$ cat src/rtl/vram_arbiter.sv
// Arbitrates one single-port synchronous VRAM between VGA scanout reads and CPU accesses.
// Scanout has absolute priority. The CPU fills free slots, and writes are optionally deferred to vblank.
module vram_arbiter #(
    parameter int ADDR_W              = 17,
    parameter int DATA_W              = 8,
    parameter int CPU_WAIT_MAX        = 64,
    parameter int WRITE_IN_BLANK_ONLY = 0
) (
    input  logic              clk_50m,
    input  logic              rst,
    input  logic              vblank,
    input  logic              vid_req,
    input  logic [ADDR_W-1:0] vid_addr,
    output logic              vid_valid,
    output logic [DATA_W-1:0] vid_rdata,
    input  logic              cpu_req,
    input  logic              cpu_we,
    input  logic [ADDR_W-1:0] cpu_addr,
    input  logic [DATA_W-1:0] cpu_wdata,
    output logic              cpu_ack,
    output logic [DATA_W-1:0] cpu_rdata,
    output logic              cpu_starve,
    output logic [ADDR_W-1:0] mem_addr,
    output logic              mem_we,
    output logic [DATA_W-1:0] mem_wdata,
    input  logic [DATA_W-1:0] mem_rdata
);

    localparam int                WAIT_W   = $clog2(CPU_WAIT_MAX + 1);
    localparam logic [WAIT_W-1:0] WAIT_SAT = WAIT_W'(CPU_WAIT_MAX);

    typedef enum logic [1:0] {
        CPU_IDLE,
        CPU_WR_ACK,
        CPU_RD_WAIT,
        CPU_RD_ACK
    } cpu_state_t;

    typedef enum logic [1:0] {
        TAG_NONE,
        TAG_VID,
        TAG_CPU
    } read_tag_t;

    cpu_state_t        cpu_state;
    read_tag_t         tag_issue;
    read_tag_t         tag_return;
    logic [WAIT_W-1:0] wait_cnt;
    logic              cpu_allowed;
    logic              cpu_eligible;
    logic              cpu_grant;

    // The request is ignored while cpu_ack is high, because the master is still updating it.
    always_comb begin
        cpu_allowed  = !cpu_we || (WRITE_IN_BLANK_ONLY == 0) || vblank;
        cpu_eligible = cpu_req && (cpu_state == CPU_IDLE) && !cpu_ack;
        cpu_grant    = !vid_req && cpu_eligible && cpu_allowed;
    end

    always_ff @(posedge clk_50m or negedge rst) begin
        if (!rst) begin
            mem_addr  <= '0;
            mem_we    <= 1'b0;
            mem_wdata <= '0;
            tag_issue <= TAG_NONE;
        end else begin
            mem_we    <= 1'b0;
            tag_issue <= TAG_NONE;
            if (vid_req) begin
                mem_addr  <= vid_addr;
                tag_issue <= TAG_VID;
            end else if (cpu_grant) begin
                mem_addr  <= cpu_addr;
                mem_we    <= cpu_we;
                mem_wdata <= cpu_wdata;
                tag_issue <= cpu_we ? TAG_NONE : TAG_CPU;
            end
        end
    end

    // The RAM samples the address one edge after the grant, and its data is captured on the edge after that.
    always_ff @(posedge clk_50m or negedge rst) begin
        if (!rst) begin
            tag_return <= TAG_NONE;
            vid_valid  <= 1'b0;
            vid_rdata  <= '0;
            cpu_rdata  <= '0;
        end else begin
            tag_return <= tag_issue;
            vid_valid  <= (tag_return == TAG_VID);
            if (tag_return == TAG_VID) begin
                vid_rdata <= mem_rdata;
            end
            if (tag_return == TAG_CPU) begin
                cpu_rdata <= mem_rdata;
            end
        end
    end

    always_ff @(posedge clk_50m or negedge rst) begin
        if (!rst) begin
            cpu_state <= CPU_IDLE;
            cpu_ack   <= 1'b0;
        end else begin
            cpu_ack <= 1'b0;
            case (cpu_state)
                CPU_IDLE: begin
                    if (cpu_grant) begin
                        cpu_state <= cpu_we ? CPU_WR_ACK : CPU_RD_WAIT;
                    end
                end
                CPU_WR_ACK: begin
                    cpu_ack   <= 1'b1;
                    cpu_state <= CPU_IDLE;
                end
                CPU_RD_WAIT: begin
                    cpu_state <= CPU_RD_ACK;
                end
                CPU_RD_ACK: begin
                    cpu_ack   <= 1'b1;
                    cpu_state <= CPU_IDLE;
                end
                default: begin
                    cpu_state <= CPU_IDLE;
                end
            endcase
        end
    end

    always_ff @(posedge clk_50m or negedge rst) begin
        if (!rst) begin
            wait_cnt   <= '0;
            cpu_starve <= 1'b0;
        end else if (cpu_grant) begin
            wait_cnt <= '0;
        end else if (cpu_eligible && (wait_cnt != WAIT_SAT)) begin
            wait_cnt <= wait_cnt + 1'b1;
            if (wait_cnt == WAIT_SAT - 1'b1) begin
                cpu_starve <= 1'b1;
            end
        end
    end

endmodule
$ cat config.mk
export PLATFORM = sky130hd
export DESIGN_NAME = vram_arbiter
export DESIGN_NICKNAME = d
export VERILOG_FILES = /design/src/rtl/vram_arbiter.sv
export SDC_FILE = /design/constraint.sdc
export NUM_CORES = 1
export LEC_CHECK = 0
export BUFFER_PORTS_ARGS = -buffer_cell sky130_fd_sc_hd__buf_2
export CAP_MARGIN = 20
export CORE_UTILIZATION = 47
export DETAILED_ROUTE_END_ITERATION = 10
export PLACE_DENSITY_LB_ADDON = 0.3
export SKIP_LAST_GASP = 1
export SYNTH_ARGS = -nofsm -noshare
export SYNTH_HDL_FRONTEND = slang
export SYNTH_SLANG_ARGS = --single-unit
$ cat constraint.sdc
create_clock -name clk_50m -period 2 [get_ports clk_50m]
set_input_delay 0.1 -clock clk_50m [delete_from_list [all_inputs] [get_ports clk_50m]]
set_output_delay 0.1 -clock clk_50m [all_outputs]
set_load 0.02 [all_outputs]
After elaboration in Yosys (flattened, before gate mapping)

Index checks and enable logic that the tools add are counted.

$add $sub $neg: 1
Reduce and logical (&&, ||, !) cells: 12
Eq/ne operators: 8
Bitwise operators: 2
Mux-type cells: 13

Operator list:

| operator                                                               | count |
|---|---|
| 17-bit 2-to-1 mux                                                      | 2 |
| 7-bit 2-to-1 mux                                                       | 2 |
| 2-bit 2-to-1 mux                                                       | 5 |
| 7-bit by 1-bit adder with 7-bit output (second input constant)         | 1 |
| 7-bit by 6-bit equality test with 1-bit output (second input constant) | 1 |
| 7-bit inequality test (second input constant)                          | 1 |
| 2-bit equality test (second input constant)                            | 3 |
| 2-bit case mux with 3 select lines                                     | 1 |
| 2-bit by 1-bit equality test with 1-bit output (second input constant) | 2 |
| 1-bit logical AND                                                      | 4 |
| 2-bit nonzero test                                                     | 2 |
| 1-bit 2-to-1 mux                                                       | 3 |
| 3-bit AND reduction                                                    | 1 |
| 1-bit zero test                                                        | 2 |
| 2-bit zero test                                                        | 1 |
| 2-bit inequality test (second input constant)                          | 1 |
| 1-bit inverter                                                         | 2 |
| 2-bit AND reduction                                                    | 1 |
| 2-bit OR reduction                                                     | 1 |

Output and inout bits: 45
Input bits: 56
Word-level logic and storage cells: 48
Flip-flop bits (word level): 58

Logic depth before layout (Yosys ltp)

Word-level depth: 6
Mapped depth: 5
Mapped depth without buffers: 5

Least setup slack after synthesis

Ideal clock, no wire load.

Path type: register to register
From: register cpu_ack
To: register wait_cnt[5]
Period minus slack after synthesis: 1.695 ns
Slack: 0.305 ns
Required time: 1.874 ns
Cell stages (with the launch flop): 5
Arrival time: 1.569 ns
Library setup time: 0.126 ns
Path buffers: 2
Path through: dfrtp_1 -> or4b_1 -> buf_6 -> buf_6 -> a221o_1

Cells in the longest elaborated chain, start to end: 4
Elaborated cells between the ends (all ways): 6
Classes of those cells: 1 x mux; 5 x reduce/logical

RTL lines:

| what                                                   | line    | RTL |
|---|---|---|
| start, declared                                        | 20      | `output logic cpu_ack,` |
| start signal, assigned                                 | 103     | `cpu_ack <= 1'b0;` |
| start signal, assigned                                 | 105     | `cpu_ack <= 1'b0;` |
| start signal, assigned                                 | 113     | `cpu_ack <= 1'b1;` |
| 1-bit zero test *                                      | 56      | `cpu_eligible = cpu_req && (cpu_state == CPU_IDLE) && !cpu_ack;` |
| 1-bit logical AND *                                    | 56      |  |
| 1-bit logical AND (on tied branches)                   | 57, 136 |  |
| 7-bit 2-to-1 mux or 2-bit nonzero test (tied branches) | n/a     |  |
| end signal, assigned                                   | 137     | `wait_cnt <= wait_cnt + 1'b1;` |
| end, declared                                          | 48      | `logic [WAIT_W-1:0] wait_cnt;` |

Mark *: on every way between the ends. The rest lies on a longest branch, timed or not.
A chain may end at the register's enable or synchronous reset.

Worst setup path after layout

From: register cpu_state[1]
To: register mem_addr[7]

Cells in the longest elaborated chain, start to end: 5

RTL lines:

| what                                | line | RTL |
|---|---|---|
| start, declared                     | 45   | `cpu_state_t cpu_state;` |
| start signal, assigned              | 109  | `cpu_state <= cpu_we ? CPU_WR_ACK : CPU_RD_WAIT;` |
| 2-bit zero test                     | 56   |  |
| 1-bit logical AND (2 in series)     | 56   |  |
| 1-bit logical AND                   | 57   | `cpu_grant = !vid_req && cpu_eligible && cpu_allowed;` |
| 2-bit nonzero test (no source line) | n/a  |  |
| end signal, assigned                | 70   | `mem_addr <= vid_addr;` |
| end signal, assigned                | 73   | `mem_addr <= cpu_addr;` |
| end, declared                       | 23   | `output logic [ADDR_W-1:0] mem_addr,` |

Every way passes these cells.

==> run summary <==
The total congestion overflow after global routing is 0. The standby leakage power came out at about 1.7 nW. The end point of the most critical hold path is mem_wdata[0]. The worst register-to-register path begins at cpu_state[1]. Setup repair after global routing left no endpoint under its margin. The cell area after synthesis is 2445 um^2. The number of pins exceeding their max-slew limit in the final report came out at 0. The number of instances on the worst hold path is 2.

Counting distinct cell types in the post-synthesis netlist gives 36. The count of routing violations after the opening detailed-route iteration came out at 53. In the layout the commonest cells are sky130_fd_sc_hd__buf_2 (99), sky130_fd_sc_hd__dfrtp_1 (58), sky130_fd_sc_hd__mux2_2 (24), sky130_fd_sc_hd__dlygate4sd3_1 (24), sky130_fd_sc_hd__nand2_1 (22). The library cell used most frequently in the layout, excluding fill and tap cells, is sky130_fd_sc_hd__buf_2. The total setup buffers inserted after CTS is 0. The measured slew at the worst slew-check pin is 0.5453 ns. The share of the clock period used by the worst path is between 80% and 90%. Counting flops and latches in the post-synthesis netlist gives 58. The simple-gate share of the synthesized area is 10.34%. The clock latency reported for the late side of the worst-skew pair is roughly 0.31 ns. The register clock-pin slew on the reported worst setup and hold paths came out at 0.06 ns. The mux cell area share after synthesis is 18.01%.

For this design the top-level I/O count stands at 101. After the last flow step, the layout net total stands at 379. The layout filler cell count is 365. The number of detailed-route iterations in the first pass came out at 4.

The H-tree level count came out at 3. The count of buffers from port buffering is 99. The dominant combinational cell family by area after synthesis is multiplexers. STA classifies the critical path endpoint as a flip-flop.

The maximum frequency from static timing analysis is 563.0 MHz. The share of the yosys chip area belonging to registers came out at 59.37%. The synthesized net count is 250.

The data arrival time of the critical path came out at 1.97 ns. In the final layout, the share of cells above drive strength 1 is 44.14%. The data required time at the worst endpoint came out at around 2.2 ns.

The synthesized-area fraction occupied by ao, oa, aoi and oai cells is 8.291%. The fraction of the mapped netlist area in adder cells came out at 1.024%. The commonest register cell after synthesis is sky130_fd_sc_hd__dfrtp_1.

The worst register-to-register path ends at mem_addr[7]. The total routing usage reported by global routing came out at 20.00%. The setup slack of the worst register-to-register path came out at 0.22 ns. The floorplan has 25 rows. The wire length of the first global-routing pass came out at 8.079 mm. In the post-synthesis netlist, the biggest area contributors are sky130_fd_sc_hd__dfrtp_1 (59%), sky130_fd_sc_hd__mux2_2 (11%), sky130_fd_sc_hd__mux2i_1 (7.0%), sky130_fd_sc_hd__o21ai_0 (3.9%), sky130_fd_sc_hd__nand2_1 (3.4%). The starting density of the core is 50.43%.

The clock passes through at most 2 buffers. The clock sink count is 58. The area of the core came out at 4848 um^2.

After detailed routing, the average wire length per cell comes to 12.92 um. The reported max-cap violation count is 0. The via count normalized by instance count is 4.962. TritonCTS built the clock tree. In this run, synthesis inferred 0 flip-flops with an integrated enable. The core utilization of the finished layout is between 70% and 80%. The largest total area in the synthesized netlist belongs to sky130_fd_sc_hd__dfrtp_1. Summed over all failing endpoints, the final setup total negative slack is 0 ns. The height of the die came out at 74.13 um. The flow ran to the end, and the final reports show no timing, DRC or antenna violations. The share of Yosys cell area claimed by the top area cell type came out at 59.37%. Clock skew on the completed layout was measured at 0.004310 ns.

The clock period minus worst slack came out at between 1.5 and 2 ns. The die footprint is between 5000 and 6000 um^2. The area growth from synthesis to final layout came out at 39.61%. STA classifies the critical path startpoint as a flip-flop. The diode insertion count for antenna repair is 0.

The final routed DRC violation total came out at 0. The depth of the worst register-to-register path is 5. The startpoint identified for the worst hold timing path is cpu_wdata[0]. The maximum number of pins on one net before global-route repair came out at 40. The async set or reset register ratio after synthesis came out at 100.0%. The worst hold path belongs to the class primary input to flip-flop. The worst-case IR drop observed on VDD is just over 0.0008 V. The initial antenna violation count came out at 0. The number of gates given a new drive strength after cts is 0. The synthesized area divided by synthesized cell count came out at roughly 13 um^2. The final HPWL from detailed placement came out at 3.519 mm. After detailed routing, the total wire length is 5.051 mm.

By startpoint and endpoint, the worst setup path is classified as flip-flop to flip-flop. The cell count after synthesis is 192. Setup violations remaining at the end of the flow were counted as 0.

The post-synthesis xor/xnor area fraction came out at 0%. Yosys printed 0 warnings. The power density over the cells came out at about 1200 nW/um^2.

The antenna violation net count after detailed routing is 0. The root buffer selected by CTS is sky130_fd_sc_hd__clkbuf_8. At the end of routability-driven placement, the weighted congestion stood at 0.7596.

The number of global-route vias before repair is 1878. The hold violation count in the final report came out at 0. In this run the tightest slew margin relative to its limit is 63.65%.

Along the worst path, the maximum fanout reaches 16. The total vias in the final route came out at 1940. Buffers inserted during clock tree synthesis total 9. The die is about 74 um wide.
## power breakdown
group / internal (mW) / switching, mW / total, mW
clock: 0.471 / 0.384 / 0.855
sequential: 1.53 / 0.220 / 1.75
combinational: 0.706 / 0.854 / 1.56
total: 2.71 / 1.46 / 4.17
## synth_stat cells (all sizes together) (2+ instances only)
cell type	count
ha	2
inv	3
nor2b	2
and3	4
nor3	2
nor2	3
a31oi	2
o21ai	19
mux2	24
clkbuf	7
nand3	3
mux2i	17
nand2	22
or4	2
buf	4
dfrtp	58
nor4	2
a211o	2
## stage by stage
| step | hold slack (ns) | std cells | setup WS [ns] | power, mW | cell area (um^2) |
|---|---|---|---|---|---|
| 2_1_floorplan | -0.1956 | 192 | 0.3050 | 2.826 | 2445 |
| 3_3_place_gp | 0.1182 | 353 | 0.2563 | 3.264 | 3020 |
| 3_5_place_dp | 0.1067 | 353 | 0.2020 | 3.317 | 3020 |
| 4_1_cts | 0.0007672 | 391 | 0.1994 | 4.220 | 3413 |
| 5_1_grt | 0.006528 | 391 | 0.1024 | 4.449 | 3413 |
| 6_report | 0.01758 | 391 | 0.2237 | 4.168 | 3413 |
## worst max-delay path, cell delays in order (launching register included)
cell                      delay, ns
sky130_fd_sc_hd__dfrtp_1       0.41
sky130_fd_sc_hd__or4b_1        0.52
sky130_fd_sc_hd__buf_4         0.20
sky130_fd_sc_hd__buf_4         0.23
sky130_fd_sc_hd__mux2i_1       0.19
sky130_fd_sc_hd__o21ai_0       0.09
## logic make-up after synthesis
family | Yosys count
AO/OA/AOI/OAI | 32
adder cells (fa/ha/maj) | 2
buffers and inverters | 14
flip-flops | 58
multiplexers | 41
AND/OR/NAND/NOR | 45
## metal layers
| metal | share of wire (%) | track usage (%) | vias up |
|---|---|---|---|
| met1 | 41 | 21.31 | 928 |
| li1 | - | - | 937 |
| met2 | 52 | 35.66 | 64 |
| met4 | 1.7 | 11.54 | 0 |
| met5 | 0 | 0 | - |
| met3 | 5.3 | 5.285 | 11 |
## final cells by class
class	count	area, um^2	area share, %
Timing Repair Buffer	129	793.3	23.24
Multi-Input combinational cell	120	920.9	26.98
Tap cell	67	83.83	2.456
Sequential cell	58	1451	42.52
Clock buffer	14	152.6	4.472
Inverter	3	11.26	0.3299
## flip-flops by register name, indices dropped and copies added (netlist names)
register and cells:
vid_valid 1, tag_return 2, cpu_ack 1, cpu_starve 1, cpu_state 2, wait_cnt 7
mem_wdata 8, mem_addr 17, tag_issue 2, cpu_rdata 8, mem_we 1, vid_rdata 8
## repair_timing
action,4_1_cts,5_1_grt
endpoints found under the setup margin,0,0
endpoints found under the hold margin,45,0
hold buffers,24,0
## how the worst max path moves through the flow
stage,start,end
after floorplan,cpu_ack,wait_cnt[5]
after global placement,cpu_state[0],mem_addr[9]
after detailed placement,cpu_state[1],mem_addr[16]
after CTS,cpu_state[1],mem_addr[7]
after global routing,cpu_state[1],mem_addr[5]
final,cpu_state[1],mem_addr[7]
Power figures use the tool's default switching activity.
